`config.mk`:
```
export PLATFORM = sky130hd
export DESIGN_NAME = muldiv_unit
export DESIGN_NICKNAME = d
export VERILOG_FILES = /design/src/rtl/muldiv_pkg.sv /design/src/rtl/muldiv_div_step.sv /design/src/rtl/muldiv_unit.sv
export SDC_FILE = /design/constraint.sdc
export NUM_CORES = 1
export LEC_CHECK = 0
export BUFFER_PORTS_ARGS = -buffer_cell sky130_fd_sc_hd__buf_2
export CAP_MARGIN = 30
export CELL_PAD_IN_SITES_DETAIL_PLACEMENT = 1
export CELL_PAD_IN_SITES_GLOBAL_PLACEMENT = 1
export CORE_MARGIN = 2
export CORE_UTILIZATION = 41
export CTS_CLUSTER_SIZE = 40
export DETAILED_ROUTE_END_ITERATION = 10
export GPL_TIMING_DRIVEN = 1
export PLACE_DENSITY = 0.72
export SLEW_MARGIN = 20
export SYNTH_ARGS = -nofsm -noshare
export SYNTH_HDL_FRONTEND = slang
export SYNTH_SLANG_ARGS = --single-unit
```
`constraint.sdc`:
```
create_clock -name clk -period 6 [get_ports clk]
set_input_delay 0.3 -clock clk [delete_from_list [all_inputs] [get_ports clk]]
set_output_delay 0.3 -clock clk [all_outputs]
set_load 0.005 [all_outputs]
```
`src/rtl/muldiv_pkg.sv`:
```
// Shared encodings and constants for the iterative multiply/divide unit.
package muldiv_pkg;

  localparam int DATA_W = 32;

  // Operation encoding as presented on the op port.
  typedef enum logic [1:0] {
    OP_MULT  = 2'b00,
    OP_MULTU = 2'b01,
    OP_DIV   = 2'b10,
    OP_DIVU  = 2'b11
  } op_e;

  // Sequencer states.
  typedef enum logic [1:0] {
    ST_IDLE  = 2'b00,
    ST_RUN   = 2'b01,
    ST_FIXUP = 2'b10
  } state_e;

  // Counter value of the final (32nd) iteration step.
  localparam logic [5:0] LAST_STEP = 6'd31;

  // Two's-complement negate when neg is set; used for magnitudes and sign fixup.
  function automatic logic [DATA_W-1:0] cond_neg(input logic [DATA_W-1:0] v, input logic neg);
    logic [DATA_W-1:0] r;
    if (neg) begin
      r = {DATA_W{1'b0}} - v;
    end else begin
      r = v;
    end
    return r;
  endfunction

endpackage

```
`src/rtl/muldiv_div_step.sv`:
```
// One restoring-division iteration: shift in the next dividend bit,
// compare against the divisor, subtract when it fits, emit quotient bit.
module div_step
  import muldiv_pkg::*;
(
  input  logic [DATA_W-1:0] rem_in,
  input  logic              next_bit,
  input  logic [DATA_W-1:0] divisor,
  output logic [DATA_W-1:0] rem_out,
  output logic              q_bit
);

  logic [DATA_W:0] trial_s;

  // Trial subtraction; the partial remainder stays below the divisor,
  // so the difference always fits in DATA_W bits.
  always_comb begin
    trial_s = {rem_in, next_bit};
    if (trial_s >= {1'b0, divisor}) begin
      q_bit   = 1'b1;
      rem_out = trial_s[DATA_W-1:0] - divisor;
    end else begin
      q_bit   = 1'b0;
      rem_out = trial_s[DATA_W-1:0];
    end
  end

endmodule

```
`src/rtl/muldiv_unit.sv`:
```
// Iterative MULT/MULTU/DIV/DIVU unit owning the architectural HI/LO registers.
// Optional build macro MULDIV_FAST_MULT_EN: multiplies complete combinationally
// in one cycle without asserting busy; divides stay iterative.
module muldiv_unit #(
  parameter int DATA_W = muldiv_pkg::DATA_W
) (
  input  logic              clk,
  input  logic              rst,
  input  logic              start,
  input  logic [1:0]        op,
  input  logic [DATA_W-1:0] rs_val,
  input  logic [DATA_W-1:0] rt_val,
  input  logic              mthi,
  input  logic              mtlo,
  output logic              busy,
  output logic              done,
  output logic              div_by_zero,
  output logic [DATA_W-1:0] hi,
  output logic [DATA_W-1:0] lo
);

  import muldiv_pkg::*;

  state_e              state_r;
  op_e                 op_r;
  logic [5:0]          cnt_r;
  logic [DATA_W-1:0]   a_raw_r;
  logic [DATA_W-1:0]   b_mag_r;
  logic                a_neg_r;
  logic                b_neg_r;
  logic [2*DATA_W-1:0] prod_r;
  logic [DATA_W-1:0]   hi_r;
  logic [DATA_W-1:0]   lo_r;
  logic                busy_r;
  logic                done_r;
  logic                dbz_r;

  logic                in_signed_s;
  logic                a_neg_in_s;
  logic                b_neg_in_s;
  logic [DATA_W-1:0]   a_mag_in_s;
  logic [DATA_W-1:0]   b_mag_in_s;
  logic [DATA_W:0]     mul_sum_s;
  logic [DATA_W-1:0]   div_rem_s;
  logic                div_q_s;
  logic [2*DATA_W-1:0] step_next_s;
  logic [2*DATA_W-1:0] mul_fix_s;
  logic [DATA_W-1:0]   fix_hi_s;
  logic [DATA_W-1:0]   fix_lo_s;
  logic                fix_dbz_s;
  logic                fast_take_s;
  logic [2*DATA_W-1:0] fast_prod_s;

  // Operand sign capture and magnitude conversion at accept time.
  always_comb begin
    in_signed_s = ~op[0];
    a_neg_in_s  = in_signed_s & rs_val[DATA_W-1];
    b_neg_in_s  = in_signed_s & rt_val[DATA_W-1];
    a_mag_in_s  = cond_neg(rs_val, a_neg_in_s);
    b_mag_in_s  = cond_neg(rt_val, b_neg_in_s);
  end

`ifdef MULDIV_FAST_MULT_EN
  // Single-cycle multiply on sign-extended operands (low 64 bits are exact).
  always_comb begin
    fast_take_s = ~op[1];
    fast_prod_s = {{DATA_W{in_signed_s & rs_val[DATA_W-1]}}, rs_val} *
                  {{DATA_W{in_signed_s & rt_val[DATA_W-1]}}, rt_val};
  end
`else
  // Multiplies take the iterative path in this build.
  always_comb begin
    fast_take_s = 1'b0;
    fast_prod_s = {(2*DATA_W){1'b0}};
  end
`endif

  div_step u_div_step (
    .rem_in   (prod_r[2*DATA_W-1:DATA_W]),
    .next_bit (prod_r[DATA_W-1]),
    .divisor  (b_mag_r),
    .rem_out  (div_rem_s),
    .q_bit    (div_q_s)
  );

  // Next value of the shared product/remainder-quotient register for one step.
  always_comb begin
    if (prod_r[0]) begin
      mul_sum_s = {1'b0, prod_r[2*DATA_W-1:DATA_W]} + {1'b0, b_mag_r};
    end else begin
      mul_sum_s = {1'b0, prod_r[2*DATA_W-1:DATA_W]};
    end
    if (op_r[1]) begin
      step_next_s = {div_rem_s, prod_r[DATA_W-2:0], div_q_s};
    end else begin
      step_next_s = {mul_sum_s, prod_r[DATA_W-1:1]};
    end
  end

  // Sign correction and divide-by-zero override for the final result.
  always_comb begin
    if (a_neg_r ^ b_neg_r) begin
      mul_fix_s = {(2*DATA_W){1'b0}} - prod_r;
    end else begin
      mul_fix_s = prod_r;
    end
    case (op_r)
      OP_DIV, OP_DIVU: begin
        if (b_mag_r == {DATA_W{1'b0}}) begin
          fix_hi_s  = a_raw_r;
          fix_lo_s  = {DATA_W{1'b1}};
          fix_dbz_s = 1'b1;
        end else begin
          fix_hi_s  = cond_neg(prod_r[2*DATA_W-1:DATA_W], a_neg_r);
          fix_lo_s  = cond_neg(prod_r[DATA_W-1:0], a_neg_r ^ b_neg_r);
          fix_dbz_s = 1'b0;
        end
      end
      OP_MULT, OP_MULTU: begin
        fix_hi_s  = mul_fix_s[2*DATA_W-1:DATA_W];
        fix_lo_s  = mul_fix_s[DATA_W-1:0];
        fix_dbz_s = 1'b0;
      end
      default: begin
        fix_hi_s  = {DATA_W{1'b0}};
        fix_lo_s  = {DATA_W{1'b0}};
        fix_dbz_s = 1'b0;
      end
    endcase
  end

  // Sequencer, iteration datapath and HI/LO architectural state.
  always_ff @(posedge clk) begin
    if (rst) begin
      state_r <= ST_IDLE;
      op_r    <= OP_MULT;
      cnt_r   <= 6'd0;
      a_raw_r <= {DATA_W{1'b0}};
      b_mag_r <= {DATA_W{1'b0}};
      a_neg_r <= 1'b0;
      b_neg_r <= 1'b0;
      prod_r  <= {(2*DATA_W){1'b0}};
      hi_r    <= {DATA_W{1'b0}};
      lo_r    <= {DATA_W{1'b0}};
      busy_r  <= 1'b0;
      done_r  <= 1'b0;
      dbz_r   <= 1'b0;
    end else begin
      done_r <= 1'b0;
      dbz_r  <= 1'b0;
      case (state_r)
        ST_IDLE: begin
          if (start && fast_take_s) begin
            hi_r   <= fast_prod_s[2*DATA_W-1:DATA_W];
            lo_r   <= fast_prod_s[DATA_W-1:0];
            done_r <= 1'b1;
          end else if (start) begin
            op_r    <= op_e'(op);
            a_raw_r <= rs_val;
            a_neg_r <= a_neg_in_s;
            b_neg_r <= b_neg_in_s;
            b_mag_r <= b_mag_in_s;
            prod_r  <= {{DATA_W{1'b0}}, a_mag_in_s};
            cnt_r   <= 6'd0;
            busy_r  <= 1'b1;
            state_r <= ST_RUN;
          end else begin
            if (mthi) begin
              hi_r <= rs_val;
            end
            if (mtlo) begin
              lo_r <= rs_val;
            end
          end
        end
        ST_RUN: begin
          prod_r <= step_next_s;
          cnt_r  <= cnt_r + 6'd1;
          if (cnt_r == LAST_STEP) begin
            state_r <= ST_FIXUP;
          end
        end
        ST_FIXUP: begin
          hi_r    <= fix_hi_s;
          lo_r    <= fix_lo_s;
          dbz_r   <= fix_dbz_s;
          done_r  <= 1'b1;
          busy_r  <= 1'b0;
          cnt_r   <= 6'd0;
          state_r <= ST_IDLE;
        end
        default: begin
          busy_r  <= 1'b0;
          cnt_r   <= 6'd0;
          state_r <= ST_IDLE;
        end
      endcase
    end
  end

  assign busy        = busy_r;
  assign done        = done_r;
  assign div_by_zero = dbz_r;
  assign hi          = hi_r;
  assign lo          = lo_r;

endmodule

```
* Word level (Yosys, flattened, before mapping)
Index checks and enable logic that the tools add are counted.
** Word-level totals
- Latch bits :: 0
- Memory bits (read-only) :: 0
- Bits of input ports :: 71
- RAM bits :: 0
- Output and inout port bits :: 67
- Logic and storage cells :: 84
- Memories :: 0
- Flip-flop bits (word level) :: 207
** Cells by class
- Div/mod/pow operators :: 0
- Reduce and logical (&&, ||, !) cells :: 14
- Equal/unequal tests :: 11
- Add/subtract/negate cells :: 8
- Mux-type cells :: 31
- $lt $le $gt $ge :: 1
- $mul :: 0
- Shift operators :: 0
- Bitwise gates (word level) :: 6
** Operators with widths (number)
- $mux 32 :: 11
- $pmux 32 s2 :: 4
- $mux 64 :: 3
- $pmux 64 s2 :: 1
- $sub 1x32->32 const A :: 4
- $sub 1x64->64 const A :: 1
- $add 32x32->33 :: 1
- $ge 33x32->1 :: 1
- $mux 33 :: 1
- $logic_not 32->1 :: 1
- $sub 32x32->32 :: 1
- $pmux 6 s2 :: 1
- $ne 2x2->1 const B :: 5
- $reduce_and 2->1 :: 4
- $add 6x1->6 const B :: 1
- $eq 2x2->1 const B :: 3
- $eq 6x5->1 const B :: 1
- $mux 6 :: 1
- $reduce_and 3->1 :: 2
- $reduce_or 2->1 :: 3
- $eq 2x1->1 const B :: 2
- $logic_not 2->1 :: 2
- $mux 1 :: 4
- $mux 2 :: 2
- 6 further kinds :: 11

* Longest topological paths before layout
- Word-level depth :: 5
- Mapped depth :: 14
- Depth with buffers taken out :: 13

* Cells and area by module
Synthesis repeated with hierarchy kept, for this count alone.
** Unflattened totals
- Cell total of the unflattened synthesis :: 2271
- Area total of the unflattened synthesis :: 16776.1 µm²
** By module, submodules not included
- muldiv_unit :: instances 1, sequential area each 4124.0 µm², cells each 1948, area each 14445.1 µm²
- div_step :: instances 1, sequential area each 0.0 µm², cells each 323, area each 2331.0 µm²

* Least setup slack after synthesis
Ideal clock, no wire load.
- Path type :: flip-flop to flip-flop
- From :: register b_mag_r[7]
- To :: register prod_r[57]
- Library setup time :: 123 ps
- Path slack :: 2734 ps
- Cell stages (with the launch flop) :: 15
- Required time :: 5877 ps
- Period minus slack after synthesis :: 3266 ps
- Path buffers :: 3
- Arrival time :: 3143 ps
- Cells stage by stage :: dfxtp_1 > inv_1 > ha_1 > buf_2 > nand3_1 > a211oi_1 > nor2_1 > o311ai_0 > nand2_1 > o31ai_1 > buf_2 > clkbuf_1 > nand2_1 > o211ai_1 > nand3_1
** Between the ends
- Word-level cells in the longest chain between the ends :: 4
- Elaborated cells between the ends (all ways) :: 7
- Classes of those cells :: add/sub: 2; order compare: 1; mux: 4
** Ends and longest elaborated chain
- start: declaration :: line muldiv_unit.sv:28 : logic [DATA_W-1:0] b_mag_r;
- start signal: assignment :: line muldiv_unit.sv:139 : b_mag_r <= {DATA_W{1'b0}};
- start signal: assignment :: line muldiv_unit.sv:162 : b_mag_r <= b_mag_in_s;
- $add 32x32->33 (tied with other cells) :: line muldiv_unit.sv:89 : mul_sum_s = {1'b0, prod_r[2*DATA_W-1:DATA_W]} + {1'b0, b_mag_r};
- $mux 33 or $mux 32 (tied branches) :: line muldiv_unit.sv:88, muldiv_div_step.sv:19
- $mux 64 * :: line muldiv_unit.sv:93 : if (op_r[1]) begin
- $pmux 64 s2 * :: line muldiv_unit.sv:151 : case (state_r)
- end signal: assignment :: line muldiv_unit.sv:142 : prod_r <= {(2*DATA_W){1'b0}};
- end signal: assignment :: line muldiv_unit.sv:163 : prod_r <= {{DATA_W{1'b0}}, a_mag_in_s};
- end signal: assignment :: line muldiv_unit.sv:177 : prod_r <= step_next_s;
- end: declaration :: line muldiv_unit.sv:31 : logic [2*DATA_W-1:0] prod_r;
Every way passes the cells marked *; elsewhere a longest branch is shown, timed or not.
A chain may end at the register's enable or synchronous reset.

* Final worst setup path
- From :: register prod_r[38]
- To :: register prod_r[55]
** Between the ends
- Word-level cells in the longest chain between the ends :: 4
- Elaborated cells between the ends (all ways) :: 7
- Classes of those cells :: add/sub: 2; order compare: 1; mux: 4
** Ends and longest elaborated chain (line)
- $add 32x32->33 (tied with other cells) :: muldiv_unit.sv:89
- $mux 33 or $mux 32 (tied branches) :: muldiv_unit.sv:88, muldiv_div_step.sv:19
- $mux 64 * :: muldiv_unit.sv:93
- $pmux 64 s2 * :: muldiv_unit.sv:151
Marks and branches as above.

==> summary.txt <==
Clock network
  – Clk_lat worst skew: 580 ps
  – PostCTS Resize Cnt: 0
  – Clk sink count: 206
  – CTS tree: yes
  – H-tree levels: 1
  – Longest Clk Path Bufs: 3
  – Register clock-pin slew on the reported worst setup and hold paths: 70 ps
  – CTS Root Cell: clkbuf_16
  – Num CTS Buffers: 27

Yosys
  – Mean Syn Cell Area: 7.32 um2
  – Synthesized Nets: 2414
  – Fraction of registers with async set or reset after synthesis: 0%
  – EDFF count, synth: 0
  – Sequential area share after synthesis: 24.8%
  – Syn. warnings: 0
  – Netlist cell types: 75
  – Synth Instances: 2272
  – Post-Syn Area: 0.0166 mm2
  – Yosys reg bits: 206
  – Largest area contributor in the netlist: dfxtp_1
  – Post-synth top area share: 24.8%
  – Largest cells by area after synthesis: dfxtp_1, a21oi_1, nand2_1
  – Synth Flop Type: dfxtp_1

Worst setup path
  – Critical Path AT: 4980 ps
  – WS Path Type: reg2reg
  – Reg2reg start: prod_r[38]$_SDFFE_PP0P_
  – CP required: 6460 ps
  – Crit Reg-Reg Endpoint: prod_r[55]$_SDFFE_PP0P_
  – Crit path max fanout: 34
  – Worst R2R Setup Slack: 1480 ps
  – Worst setup SP type: flop
  – Cells on worst reg2reg path: 10
  – CP endpoint kind: flop
  – Setup crit start: prod_r[38]$_SDFFE_PP0P_
  – End point of the critical path: prod_r[55]$_SDFFE_PP0P_

Floorplanning
  – Cell Rows: 73
  – Starting Density: 41.7%
  – Die area: 0.0422 mm2
  – Core area: 0.0399 mm2
  – Die width: 205 um
  – Io pins: 138
  – Die Span Y: 205 um

Place
  – I/O Buffers: 137
  – Dpl ws: 1650 ps
  – Dpl cell area: 0.0175 mm2
  – RePlAce Congestion: 0.983
  – Post-DP HPWL: 50.3 mm

STA
  – Worst-Margin Slew: 1070 ps
  – Max-slew headroom: 28.1%
  – RSZ-0062 raised after global routing: false
  – Final slew viol count: 0
  – Hold Vio Cnt, Final: 0
  – Crit path time final: 4520 ps
  – Final setup skew: 13.5 ps
  – Final setup vio count: 0
  – Setup slack after layout: 1480 ps
  – Fmax: 221 MHz
  – Final Cycle Share: 75.3%
  – Setup TNS: 0 ps

Global routing
  – Initial antenna violation count: 1
  – Total congestion overflow: 0
  – Number of global-route vias before repair: 18000
  – First-pass GRT wire length: 108 mm
  – Pin count of the biggest net entering global routing: 88
  – Total Routing Usage GR: 32.8%

Power and ir drop
  – Static Leakage: 7.31 nW
  – Tot Pwr: 0.00459 W
  – VDD IR-drop max: 187 uV
  – Pwr Density: 249 mW/mm2

Layout
  – Fillcell total: 4983
  – Fin nets: 2414
  – Share of layout cells above drive strength 1: 11.4%
  – Layout area overhead: 11.0%
  – Cell area after layout: 0.0185 mm2
  – Fin util: 46.2%

Route
  – DRT antenna net count: 0
  – Routed vias: 18000
  – Drt drc: 0
  – Vias/cell: 6.37
  – Routed WL per cell: 24.7 um
  – WL final: 69.7 mm
  – Initial DRC count: 1428
  – Detailed Routing Iterations Pass 1: 5

Outcome
  – Status: finished clean

Min path
  – Hold Crit Class: in2reg
  – Min-Delay Path Depth: 3

Run
  – Max-cap violations: 0
power by group:
group,internal (W),leakage [nW],total [W],switching (W)
Sequential,0.00146,1.69,0.00161,0.000155
Combinational,0.000480,5.19,0.00134,0.000857
Clock,0.000945,0.436,0.00164,0.000697
Total,0.00288,7.31,0.00459,0.00171
cells in the final DEF, fill, tap and decap left out, drive strengths merged, types with 41 or more instances in the layout:
master,Yosys,routed
o21ai,119,119
a211oi,86,86
buf,19,168
clkbuf,179,41
a21oi,262,262
nor3,46,46
xor2,77,77
inv,72,75
xnor2,95,95
o221ai,49,49
ha,69,69
a21o,48,48
nand2,263,263
dfxtp,206,206
mux2i,74,74
nor2,191,191
metal layers:
metal	GRT usage [%]	share of wire (%)
met3	4.13	6.6
met5	0	0
met1	45.8	45
met2	52.2	45
met4	10.9	3.4
Yosys cell counts (9+ instances only):
library cell  instances
nand2_1             263
o21a_1               10
nand4_1              13
a21oi_1             262
clkbuf_1            178
or2_2                10
nor3_1               46
xor2_1               77
a31o_2                9
dfxtp_1             206
nor2_1              191
nand2b_1             16
a221oi_1             28
o21ai_0             118
ha_1                 69
a21o_1               48
o221ai_1             49
mux2i_1              74
buf_1                10
o31ai_1              21
o21bai_1             11
a31oi_1              22
xnor2_1              95
nand3_1              39
o211ai_1             26
or4_1                20
nor4_1               37
or3_1                19
inv_1                72
nor2b_1              14
a211oi_1             86
final cells by class:
class	instances	area, um2	area share [%]
multi-input combinational	1796	11600	62.6
clock buffer	41	818	4.43
antenna	1	2.50	0.0136
sequential	206	4130	22.4
clock inverter	8	70.1	0.380
tap	525	657	3.56
timing repair buffer	169	958	5.19
inverter	72	270	1.46
sequential cells by signal, summed over array words and instances, names as in the netlist:
register and count:
div_by_zero 1, hi 32, busy 1, done 1
a_raw_r 32, state_r 2, lo 32, cnt_r 6
op_r 1, a_neg_r 1, prod_r 64, b_mag_r 32
b_neg_r 1
worst min path at each step:
stage	from	endpoint	slack, ps
after floorplan	a_raw_r[9]$_SDFFE_PP0P_	a_raw_r[9]$_SDFFE_PP0P_	430
after global placement	a_raw_r[9]$_SDFFE_PP0P_	a_raw_r[9]$_SDFFE_PP0P_	440
after detailed placement	lo[20]$_SDFFE_PP0P_	lo[20]$_SDFFE_PP0P_	440
after CTS	rt_val[0]	b_mag_r[0]$_SDFFE_PP0P_	5
after global routing	rt_val[31]	b_mag_r[31]$_SDFFE_PP0P_	10
final	rt_val[31]	b_mag_r[31]$_SDFFE_PP0P_	9
kinds of logic (layout without fill, tap and decap cells):
family / Yosys count / after routing / synth area share [%]
AOI/OAI and AO/OA: 764 / 764 / 29.9
xor gates and xnor gates: 172 / 172 / 9.06
adders and majority gates: 71 / 71 / 5.43
buffers and inverters: 270 / 290 / 6.25
DFF: 206 / 206 / 24.8
muxes: 78 / 78 / 4.73
other: 0 / 1 / 0
and+or+nand+nor: 711 / 711 / 19.9
critical path, stage by stage, from the launching register on:
cell and delay, ps:
dfxtp_1 630, ha_1 340, nand3_1 180, a211oi_1 340
nor2_1 140, o311ai_0 780, nand2_1 280, o31ai_4 450
buf_4 530, mux2_2 400, a221o_1 320
through the flow:
stage                     cells  hold WS (ps)
after floorplan            2272           433
after global placement     2765           439
after detailed placement   2767           445
after CTS                  2817          5.04
after global routing       2817          13.7
final                      2818          8.93
timing repair:
action,in CTS,in global routing
setup endpoints to repair,0,0
buffers inserted,0,0
hold buffers,1,0
hold endpoints to repair,1,0
No activity file was read; power rests on OpenSTA's default activity.
